<file path="config.mk">
export PLATFORM = sky130hd
export DESIGN_NAME = input_port_register
export DESIGN_NICKNAME = d
export VERILOG_FILES = /design/src/rtl/input_port_pkg.sv /design/src/rtl/strobe_edge_detect.sv /design/src/rtl/input_port_register.sv
export SDC_FILE = /design/constraint.sdc
export NUM_CORES = 1
export LEC_CHECK = 0
export BUFFER_PORTS_ARGS = -buffer_cell sky130_fd_sc_hd__buf_2
export CAP_MARGIN = 20
export CORE_UTILIZATION = 30
export DETAILED_ROUTE_END_ITERATION = 8
export PLACE_DENSITY_LB_ADDON = 0.15
export SETUP_SLACK_MARGIN = 0.4
export SYNTH_ARGS = -nofsm -noshare
export SYNTH_HDL_FRONTEND = slang
export SYNTH_SLANG_ARGS = --single-unit
</file>
<file path="constraint.sdc">
create_clock -name MainClock -period 2.35 [get_ports MainClock]
set_input_delay 0.1175 -clock MainClock [delete_from_list [all_inputs] [get_ports MainClock]]
set_output_delay 0.1175 -clock MainClock [all_outputs]
set_load 0.02 [all_outputs]
</file>
<file path="src/rtl/input_port_pkg.sv">
// Shared types and sizes for the input port register.
// FIFO geometry and state encoding.
package input_port_pkg;

  localparam int DATA_W = 4;
  localparam int DEPTH  = 2;
  localparam int PTR_W  = 1;

  typedef enum logic [1:0] {
    EMPTY,
    ONE,
    FULL
  } state_t;

endpackage

</file>
<file path="src/rtl/strobe_edge_detect.sv">
// Strobe rising-edge detector with aligned data.
// INPUT_PORT_SYNC_EN adds a 2-flop synchronizer in front.
module strobe_edge_detect
  import input_port_pkg::*;
(
  input  logic              clk,
  input  logic              rst,
  input  logic              stb,
  input  logic [DATA_W-1:0] din,
  output logic              cap,
  output logic [DATA_W-1:0] dout
);

  logic e_stb;
  logic prev;

`ifdef INPUT_PORT_SYNC_EN
  logic [1:0]        s_stb;
  logic [DATA_W-1:0] s_d1;
  logic [DATA_W-1:0] s_d2;

  always_ff @(posedge clk) begin
    if (rst) begin
      s_stb <= '0;
      s_d1  <= '0;
      s_d2  <= '0;
    end else begin
      s_stb <= {s_stb[0], stb};
      s_d1  <= din;
      s_d2  <= s_d1;
    end
  end

  assign e_stb = s_stb[1];
  assign dout  = s_d2;
`else
  assign e_stb = stb;
  assign dout  = din;
`endif

  // Tracks the strobe even in reset, so a level held
  // high across reset release is not seen as an edge.
  always_ff @(posedge clk) begin
    prev <= e_stb;
  end

  assign cap = e_stb & ~prev;

endmodule

</file>
<file path="src/rtl/input_port_register.sv">
// Two-entry input port FIFO feeding a wired-OR internal bus.
// Build option: INPUT_PORT_SYNC_EN (input synchronizer).
module input_port_register
  import input_port_pkg::*;
(
  input  logic              MainClock,
  input  logic              MainReset,
  input  logic [DATA_W-1:0] In,
  input  logic              InStrobe,
  input  logic              EnableIn,
  input  logic              ClrOvr,
  output logic [DATA_W-1:0] IB,
  output logic              InReady,
  output logic              InFull,
  output logic              InAck,
  output logic              InOverrun
);

  state_t            state;
  logic [DATA_W-1:0] mem [DEPTH];
  logic [PTR_W-1:0]  rd_ptr;
  logic [PTR_W-1:0]  wr_idx;
  logic              cap;
  logic [DATA_W-1:0] cap_d;
  logic              pop;
  logic              accept;
  logic              drop;
  logic              ack_q;
  logic              ovr_q;

  strobe_edge_detect u_edge (
    .clk  (MainClock),
    .rst  (MainReset),
    .stb  (InStrobe),
    .din  (In),
    .cap  (cap),
    .dout (cap_d)
  );

  assign pop    = EnableIn & (state != EMPTY) & ~MainReset;
  assign accept = cap & ((state != FULL) | pop);
  assign drop   = cap & (state == FULL) & ~pop;
  // In FULL a write only happens with a pop, so it
  // reuses the slot being vacated by the head.
  assign wr_idx = rd_ptr ^ PTR_W'(state == ONE);

  always_ff @(posedge MainClock) begin
    if (MainReset) begin
      state  <= EMPTY;
      rd_ptr <= '0;
      ack_q  <= 1'b0;
      ovr_q  <= 1'b0;
    end else begin
      if (accept) mem[wr_idx] <= cap_d;
      if (pop) rd_ptr <= rd_ptr + 1'b1;
      ack_q <= accept;
      if (drop) ovr_q <= 1'b1;
      else if (ClrOvr) ovr_q <= 1'b0;
      unique case (state)
        EMPTY: if (accept) state <= ONE;
        ONE: begin
          if (accept && !pop) state <= FULL;
          else if (pop && !accept) state <= EMPTY;
        end
        FULL: if (pop && !accept) state <= ONE;
        default: state <= EMPTY;
      endcase
    end
  end

  assign IB        = pop ? mem[rd_ptr] : '0;
  assign InReady   = (state != EMPTY) & ~MainReset;
  assign InFull    = (state == FULL) & ~MainReset;
  assign InAck     = ack_q & ~MainReset;
  assign InOverrun = ovr_q & ~MainReset;

endmodule

</file>
# Word level (Yosys, flattened, before mapping)
# Memory sizes are Yosys's and may differ from the RTL's. A register that Yosys moved wholly into a read port is not among the register bits.
# Cells that the tools add are included.
# totals
register_bits	6
mem_bits_rw	8
input_bits	9
out_inout_bits	8
wordCells	49
memories	1
# memory_table
name	depth	word_bits	rd	rd_ports_with_merged_regs	write_ports	line_no	text
mem	2	4	1	1	1	input_port_register.sv:20	logic [DATA_W-1:0] mem [DEPTH];
# classes
add_sub_neg	1
eq_ne	6
muxes	13
bitwise	15
reduce_logical	8
# ops
cell	n
1-bit bitwise AND	10
2-bit 2-to-1 mux	4
1-bit 2-to-1 mux	7
2-bit != test (second input constant)	3
2-bit case mux with 3 select lines	1
4-bit 2-to-1 mux	1
2-bit nonzero test	2
3-bit by 1-bit != test with 1-bit output (second input constant)	1
1-bit NOT	3
3-bit AND reduction	1
2-bit by 1-bit == test with 1-bit output (second input constant)	1
2-bit == test (second input constant)	1
1-bit logical AND	2
1-bit logical NOT	2
2-bit logical NOT	1
1-bit adder (second input constant)	1
1-bit OR	1
1-bit bitwise XOR	1

# Depth between registers and ports, before layout
# Gate-level depths: netlist of the first run.
# logic_depth
depth_word	10
ltp_mapped	4
ltp_nobuf	3

# Cells and area by module
# Synthesis of the first run repeated with hierarchy kept, for this count alone.
# unflattened
hier_cells	64
area_unflattened_um2	718.2
# by_module_without_submodules
module	n_inst	cells_each	area_each_um2
input_port_register	1	58	654.4
strobe_edge_detect	1	6	63.8

# Worst setup path after synthesis of the first run
# Ideal clock, no wire load.
# synth_path
path_kind	register -> register
startpoint	reg u_edge.prev
endpoint	mem mem[0][0], enable pin
setup_time_ns	0.373
t_arrival_ns	1.165
required_time_ns	1.977
slack_ns	0.812
path_stages_with_launch	4
synth_period_minus_slack_ns	1.538
path_cell_list	dfxtp_1 > nand2b_4 > or2_4 > a2111oi_2
# synth_between
elab_chain_len	6
# synth_rtl
element	line_no	text
start: declaration	strobe_edge_detect.sv:15	logic prev;
start signal: assignment	strobe_edge_detect.sv:44	prev <= e_stb;
1-bit NOT	strobe_edge_detect.sv:47	assign cap = e_stb & ~prev;
1-bit bitwise AND	strobe_edge_detect.sv:47	
1-bit bitwise AND	input_port_register.sv:41	assign accept = cap & ((state != FULL) | pop);
1-bit 2-to-1 mux	input_port_register.sv:54	if (accept) mem[wr_idx] <= cap_d;
1-bit 2-to-1 mux	input_port_register.sv:48	if (MainReset) begin
1-bit 2-to-1 mux (not written as such)	input_port_register.sv:54	
end: declaration	input_port_register.sv:20	
# Every way passes these cells.

# Final worst setup path of the first run
# layout_path
startpoint	in InStrobe
endpoint	mem mem[0][3], enable pin
# layout_between
elab_chain_len	5
# layout_rtl
element	line_no	text
start: declaration	input_port_register.sv:9	input logic InStrobe,
1-bit bitwise AND	strobe_edge_detect.sv:47	
1-bit bitwise AND	input_port_register.sv:41	
1-bit 2-to-1 mux	input_port_register.sv:54	
1-bit 2-to-1 mux	input_port_register.sv:48	
1-bit 2-to-1 mux (not written as such)	input_port_register.sv:54	
# Every way passes these cells.

==> key figures, run 1 <==
Setup path
  • CP required: between 2000 and 2500 ps
  • Worst r2r src: u_edge.prev
  • Reg-to-Reg End: mem[0][3]
  • Reg2reg path depth: 3
  • Worst Setup SP: InStrobe
  • Startpoint Class: input pin
  • CP max FO: 6
  • CP endpoint kind: flop
  • Worst setup path end: mem[0][3]
  • Data arrival, critical path: ~1700 ps
  • Slack of the worst reg-to-reg path: between 600 and 700 ps
  • Kind of critical path: input pin to flop

Route
  • Final ANT Viol Nets: 0
  • Final WL: about 1100 um
  • First DRT Iteration DRCs: 11
  • Vias: 477
  • Routed WL per cell: 10.7 um
  • Drt first pass iters: 4
  • Via-per-instance ratio: around 4.5
  • # DRC: 0

STA
  • Final min period: between 1500 and 2000 ps
  • Min Hold Slack: roughly 15 ps
  • Worst setup margin: roughly 570 ps
  • Unrepaired setup endpoints after global routing: false
  • Actual slew at the worst max-slew pin: ~600 ps
  • Pins Over Slew Limit: 0
  • Period utilisation layout: 0.757
  • Final Hold Vio Count: 0
  • Fmax: 562 MHz
  • Final setup fails: 0
  • Layout Skew: 11.0 ps
  • Setup TNS: 0 ps
  • Worst slew margin: 0.606

Global route
  • Largest net degree at the start of global routing: 11
  • Overflow after GRT: 0
  • GRT Overall Usage: 0.104
  • Antenna violations before repair: 0
  • Vias in the first global route: 416
  • First-pass GRT wire length: about 1900 um

Final layout
  • Layout cell share with drive strength beyond 1: 0.380
  • Synthesis-to-layout area growth: 18.1%
  • Final instance area: 841 um^2
  • Ant diodes: 0
  • Multi-input gate area: 300 um^2
  • Storage cell area: 380 um^2
  • Nets: 89
  • FILL cells: 235

Clock network
  • CTS tree: yes
  • Reg clk slew, reported paths: roughly 100 ps
  • Sink Count: 15
  • Worst skew pair latency: between 200 and 300 ps
  • TritonCTS Buffers: 3
  • Root buf cell: clkbuf_4
  • H-tree Lvls: 1
  • Clk buf depth: 2
  • Post-CTS setup buffers: 0

Floorplan
  • Starting Density: 0.319
  • IO Pins: 17
  • DIE AREA: roughly 2600 um^2
  • Core Rows: 17
  • Die Span Y: between 50 and 60 um
  • Die width: slightly above 50 um
  • Core Area: 2230 um^2

Placed design
  • Port bufs: 16
  • Placed instance area: ~800 um^2
  • Setup WS pre-CTS: roughly 650 ps
  • Final HPWL DP: slightly above 800 um
  • Routability congestion estimate: 0.685

Yosys
  • Post-synthesis sequential area ratio: 0.534
  • Synth top area cells: edfxtp_1, dfxtp_1, mux2i_1, nor2_1, nand2b_4
  • Syn nets: 71
  • Leading area contributor after synthesis: edfxtp_1
  • Cells after Synth: 62
  • Post-synth top cells: nor2_1, edfxtp_1, dfxtp_1, mux2i_1, a21oi_1
  • Post-synth design cell area: between 700 and 800 um^2
  • Primary FF master, synth: edfxtp_1
  • Yosys cell types: 26
  • Most frequent cell after synthesis: nor2_1
  • Number of flops mapped to enable cells by yosys: 8
  • Share of synthesized registers carrying an async set or reset: 0
  • Yosys Warn Count: 0
  • Synth top area share: 0.337
  • Syn avg cell area: around 11 um^2
  • Synth Register Bits: 15

Run status
  • Status: finished, final reports clean

Job
  • Max-cap violations: 0

Hold path
  • Hold WC Path Type: input pin to flop

Power and ir drop
  • Clock power share: 0.295
  • Combinational cell fraction of total power: 0.112
  • Internal power: between 300 and 400 uW
  • Sw Ratio: 0.246
  • Cell Pwr Density: slightly below 600 nW/um^2
  • Leakage power: about 0.34 nW
  • Worst VDD drop: between 0.0002 and 0.00025 V
  • Switching Power: around 120 uW
  • Flop pwr share: 0.593
==> area by class of cell <==
| class | instances | area share |
|---|---|---|
| flip-flops and latches | 15 | 0.452 |
| multi-input cells | 41 | 0.357 |
| repair buffers | 17 | 0.107 |
| well taps | 28 | 0.0417 |
| clock buffers | 3 | 0.0268 |
| inverters | 2 | 0.00893 |
| clock inverters | 1 | 0.00595 |
==> metal layers <==
metal,GRT usage,up-vias,wire length [um],part of all wire
met3,0.0303,2,50,0.044
li1,-,251,-,-
met2,0.149,9,531,0.46
met5,0,-,0,0
met4,0.0694,0,16,0.014
met1,0.133,215,548,0.48
==> critical path: stages <==
cell and delay [ps]:
dlygate4sd3_1 530, buf_2 140, nand2b_4 80, or2_4 240
a2111oi_2 590
==> flip-flops by register name (all words and copies together), names as in the netlist, named ones only <==
register / flops
u_edge.prev: 1
rd_ptr: 1
mem: 8
ack_q: 1
ovr_q: 1
state: 2
==> worst min-delay path by stage <==
stage	startpoint	cells past startpoint	endpoint	slack, ps
6_report	In[1]	1	mem[1][1]	20
5_1_grt	In[1]	1	mem[1][1]	2
4_1_cts	In[1]	1	mem[1][1]	10
3_5_place_dp	InStrobe	1	u_edge.prev	280
3_3_place_gp	InStrobe	1	u_edge.prev	270
2_1_floorplan	InStrobe	0	u_edge.prev	150
==> timing repair <==
item                      CTS  global route
hold buffers                1             0
hold endpoints to repair    1             0
gates resized for setup     0             0
==> cell families (layout without fill, tap and decap cells) <==
group / Yosys count / after routing / share of synthesized area
buffers and inverters: 6 / 23 / 0.0439
muxes: 8 / 8 / 0.114
DFF: 15 / 15 / 0.534
and+or+nand+nor: 24 / 24 / 0.195
AOI/OAI and AO/OA: 9 / 9 / 0.112
==> placed cells by master, fill, tap and decap left out, types with 2 or more instances in the layout <==
cell type	count
nand2b_1	2
edfxtp_1	8
a21oi_1	4
mux2i_1	7
inv_1	2
clkbuf_4	3
dfxtp_1	7
nor2_1	11
nand2b_4	2
nor2b_1	2
buf_2	16
==> stage by stage <==
step	total power, mW	cells	util
floorplan	0.344	62	-
global placement	0.359	102	0.360
detailed placement	0.359	102	0.360
CTS	0.508	107	0.376
global route	0.528	107	0.376
finish	0.501	107	0.376
==> power by group through the flow <==
stage               logic (mW)  registers [mW]  clock network (mW)
global route            0.0616           0.299               0.168
floorplan               0.0477           0.297                   0
CTS                     0.0572           0.297               0.154
finish                  0.0564           0.297               0.148
global placement        0.0557           0.303                   0
detailed placement      0.0556           0.303                   0
(Power assumes the default switching activity.)
==> inputs of run 2 (changes only) <==
==> constraint.sdc (replaced) <==
create_clock -name MainClock -period 1.8 [get_ports MainClock]
set_input_delay 0.09 -clock MainClock [delete_from_list [all_inputs] [get_ports MainClock]]
set_output_delay 0.09 -clock MainClock [all_outputs]
set_load 0.02 [all_outputs]
==> run 2 against run 1 <==
Compared with the run above:
- setup slack got worse by 130 ps
- hold slack better by 72 ps
- register-to-register slack got worse by 240 ps
- first-iteration DRC count decreased by 27%
- sequential share of layout area decreased by 5.0 points
- non-clock buffer count rose by 10
- flip-flop and latch count stayed put
- die area did not move
- power up 35%
- critical path type is now flop to flop
- critical endpoint is now mem[0][1]
- highest routed layer unchanged
==> key figures, run 2 (synthesized netlist as in run 1, its figures left out) <==
Global route
  • First-pass GRT wire length: 2060 um (was 1900 um)
  • Overflow after GRT: 0 (unchanged)
  • Vias in the first global route: 497 (was 416)
  • GRT Overall Usage: 0.110 (was 0.104)
  • Antenna violations before repair: 0 (unchanged)
  • Largest net degree at the start of global routing: 11 (unchanged)

Power and ir drop
  • Leakage power: 0.397 nW (was 0.339 nW)
  • Total power: 676 uW (was 501 uW)
  • Worst VDD drop: 0.000435 V (was 0.000240 V)
  • Cell Pwr Density: 699 nW/um^2 (was 596 nW/um^2)

Final layout
  • Biggest regs: mem: 8 flops, state: 2 flops (unchanged)
  • Final instance area: 967 um^2 (was 841 um^2)
  • Reg with most FFs: mem (unchanged)
  • Layout cell share with drive strength beyond 1: 0.449 (was 0.380)
  • Core Util, Final: 0.433 (was 0.376)
  • Most common cell after layout, fill and taps aside: buf_2 (unchanged)
  • Ant diodes: 0 (unchanged)
  • Synthesis-to-layout area growth: 35.9% (was 18.1%)
  • Max reg flops: 8 (unchanged)
  • Nets: 99 (was 89)
  • Commonest non-fill, non-tap cells in the layout: buf_2, nor2_1, edfxtp_1 (unchanged)

Setup path
  • CP required: 1740 ps (was 2270 ps)
  • Data arrival, critical path: 1300 ps (was 1700 ps)
  • CP endpoint kind: flop (unchanged)
  • Startpoint Class: flop (was input pin)
  • CP max FO: 4 (was 6)
  • Kind of critical path: flop to flop (was input pin to flop)

Clock network
  • H-tree Lvls: 1 (unchanged)
  • CTS tree: yes (unchanged)
  • Root buf cell: clkbuf_4 (unchanged)
  • Reg clk slew, reported paths: 80 ps (was 100 ps)
  • TritonCTS Buffers: 3 (unchanged)
  • Worst skew pair latency: 280 ps (about the same)
  • Sink Count: 15 (unchanged)
  • Clk buf depth: 2 (unchanged)

Route
  • Routed WL per cell: 10.8 um (was 10.7 um)
  • Final ANT Viol Nets: 0 (unchanged)
  • First DRT Iteration DRCs: 8 (was 11)
  • Drt first pass iters: 3 (was 4)
  • Final WL: 1270 um (was 1150 um)
  • Vias: 532 (was 477)
  • # DRC: 0 (unchanged)
  • Via-per-instance ratio: 4.55 (was 4.46)

STA
  • Layout Skew: 1.04 ps (was 11.0 ps)
  • Min Hold Slack: 87.1 ps (was 15.0 ps)
  • Final setup fails: 0 (unchanged)
  • Actual slew at the worst max-slew pin: 405 ps (was 590 ps)
  • Pins Over Slew Limit: 0 (unchanged)
  • Period utilisation layout: 0.755
  • Fmax: between 700 and 800 MHz
  • Setup TNS: 0 ps (unchanged)
  • Final min period: roughly 1400 ps
  • Unrepaired setup endpoints after global routing: true (was false)
  • Worst slew margin: 0.730 (was 0.606)
  • Final Hold Vio Count: 0 (unchanged)

Floorplan
  • Die Span Y: 50.7 um (unchanged)
  • Core Rows: 17 (unchanged)
  • Core Area: 2230 um^2 (unchanged)
  • IO Pins: 17 (unchanged)
  • Die width: 50.7 um (unchanged)
  • DIE AREA: 2570 um^2 (unchanged)
  • Starting Density: 0.319 (unchanged)

Placed design
  • Placed instance area: 822 um^2 (was 803 um^2)
  • Final HPWL DP: 869 um (was 821 um)
  • Port bufs: 16 (unchanged)
  • Routability congestion estimate: 0.673 (was 0.685)

Run status
  • Status: finished, final reports clean (unchanged)

Job
  • Max-cap violations: 0 (unchanged)

Hold path
  • Hold WC Path Type: input pin to flop (unchanged)
run 2: cell types whose count changed in the layout (fill, tap and decap cells not counted), sizes merged:
cell / change
dlygate4sd3: +4
clkinv: -1
buf: +6
clkbuf: +1
run 2: cell type report:
cell class	count	area (um^2)
multi-input cells	41	332
flip-flops and latches	15	389
clock buffers	4	26.3
well taps	28	35.0
fillers	215	1270
repair buffers	27	178
inverters	2	7.51
run 2: metal layers:
metal | vias to the layer above | global-route usage | routed length (um)
met5 | - | 0 | 0
met4 | 0 | 0.0556 | 17
met3 | 2 | 0.0273 | 50
met2 | 13 | 0.189 | 628
met1 | 247 | 0.126 | 572
li1 | 270 | - | -
run 2: final timing paths:
check	startpoint	to	slack (ps)	cells after the start
max	u_edge.prev	mem[0][1]	440	3
min reg2reg	rd_ptr	flop	550	1
min	MainReset	state[1]	90	2
max reg2reg	u_edge.prev	mem[0][1]	440	3
run 2: stage by stage:
step	setup WS [ps]	instances
after detailed placement	338	102
final	440	117
after floorplan	453	62
after CTS	396	112
after global routing	369	117
after global placement	334	102
run 2: report_power, final:
part / switching (mW) / leakage (nW) / internal (mW)
combinational: 0.0473 / 0.250 / 0.0540
sequential: 0.0151 / 0.132 / 0.373
clock: 0.101 / 0.0150 / 0.0859
total: 0.163 / 0.397 / 0.512
run 2: critical path, stage by stage (launching register included):
cell,delay (ps)
dfxtp_1,300
nand2b_4,140
or2_4,260
a2111oi_4,320
run 2: timing repair:
| action | 4_1_cts | 5_1_grt |
|---|---|---|
| endpoints found under the setup margin | 12 | 8 |
| endpoints found under the hold margin | 7 | 2 |
| hold buffers | 4 | 1 |
| gates resized for setup | 4 | 4 |
| buffers inserted | 2 | 4 |
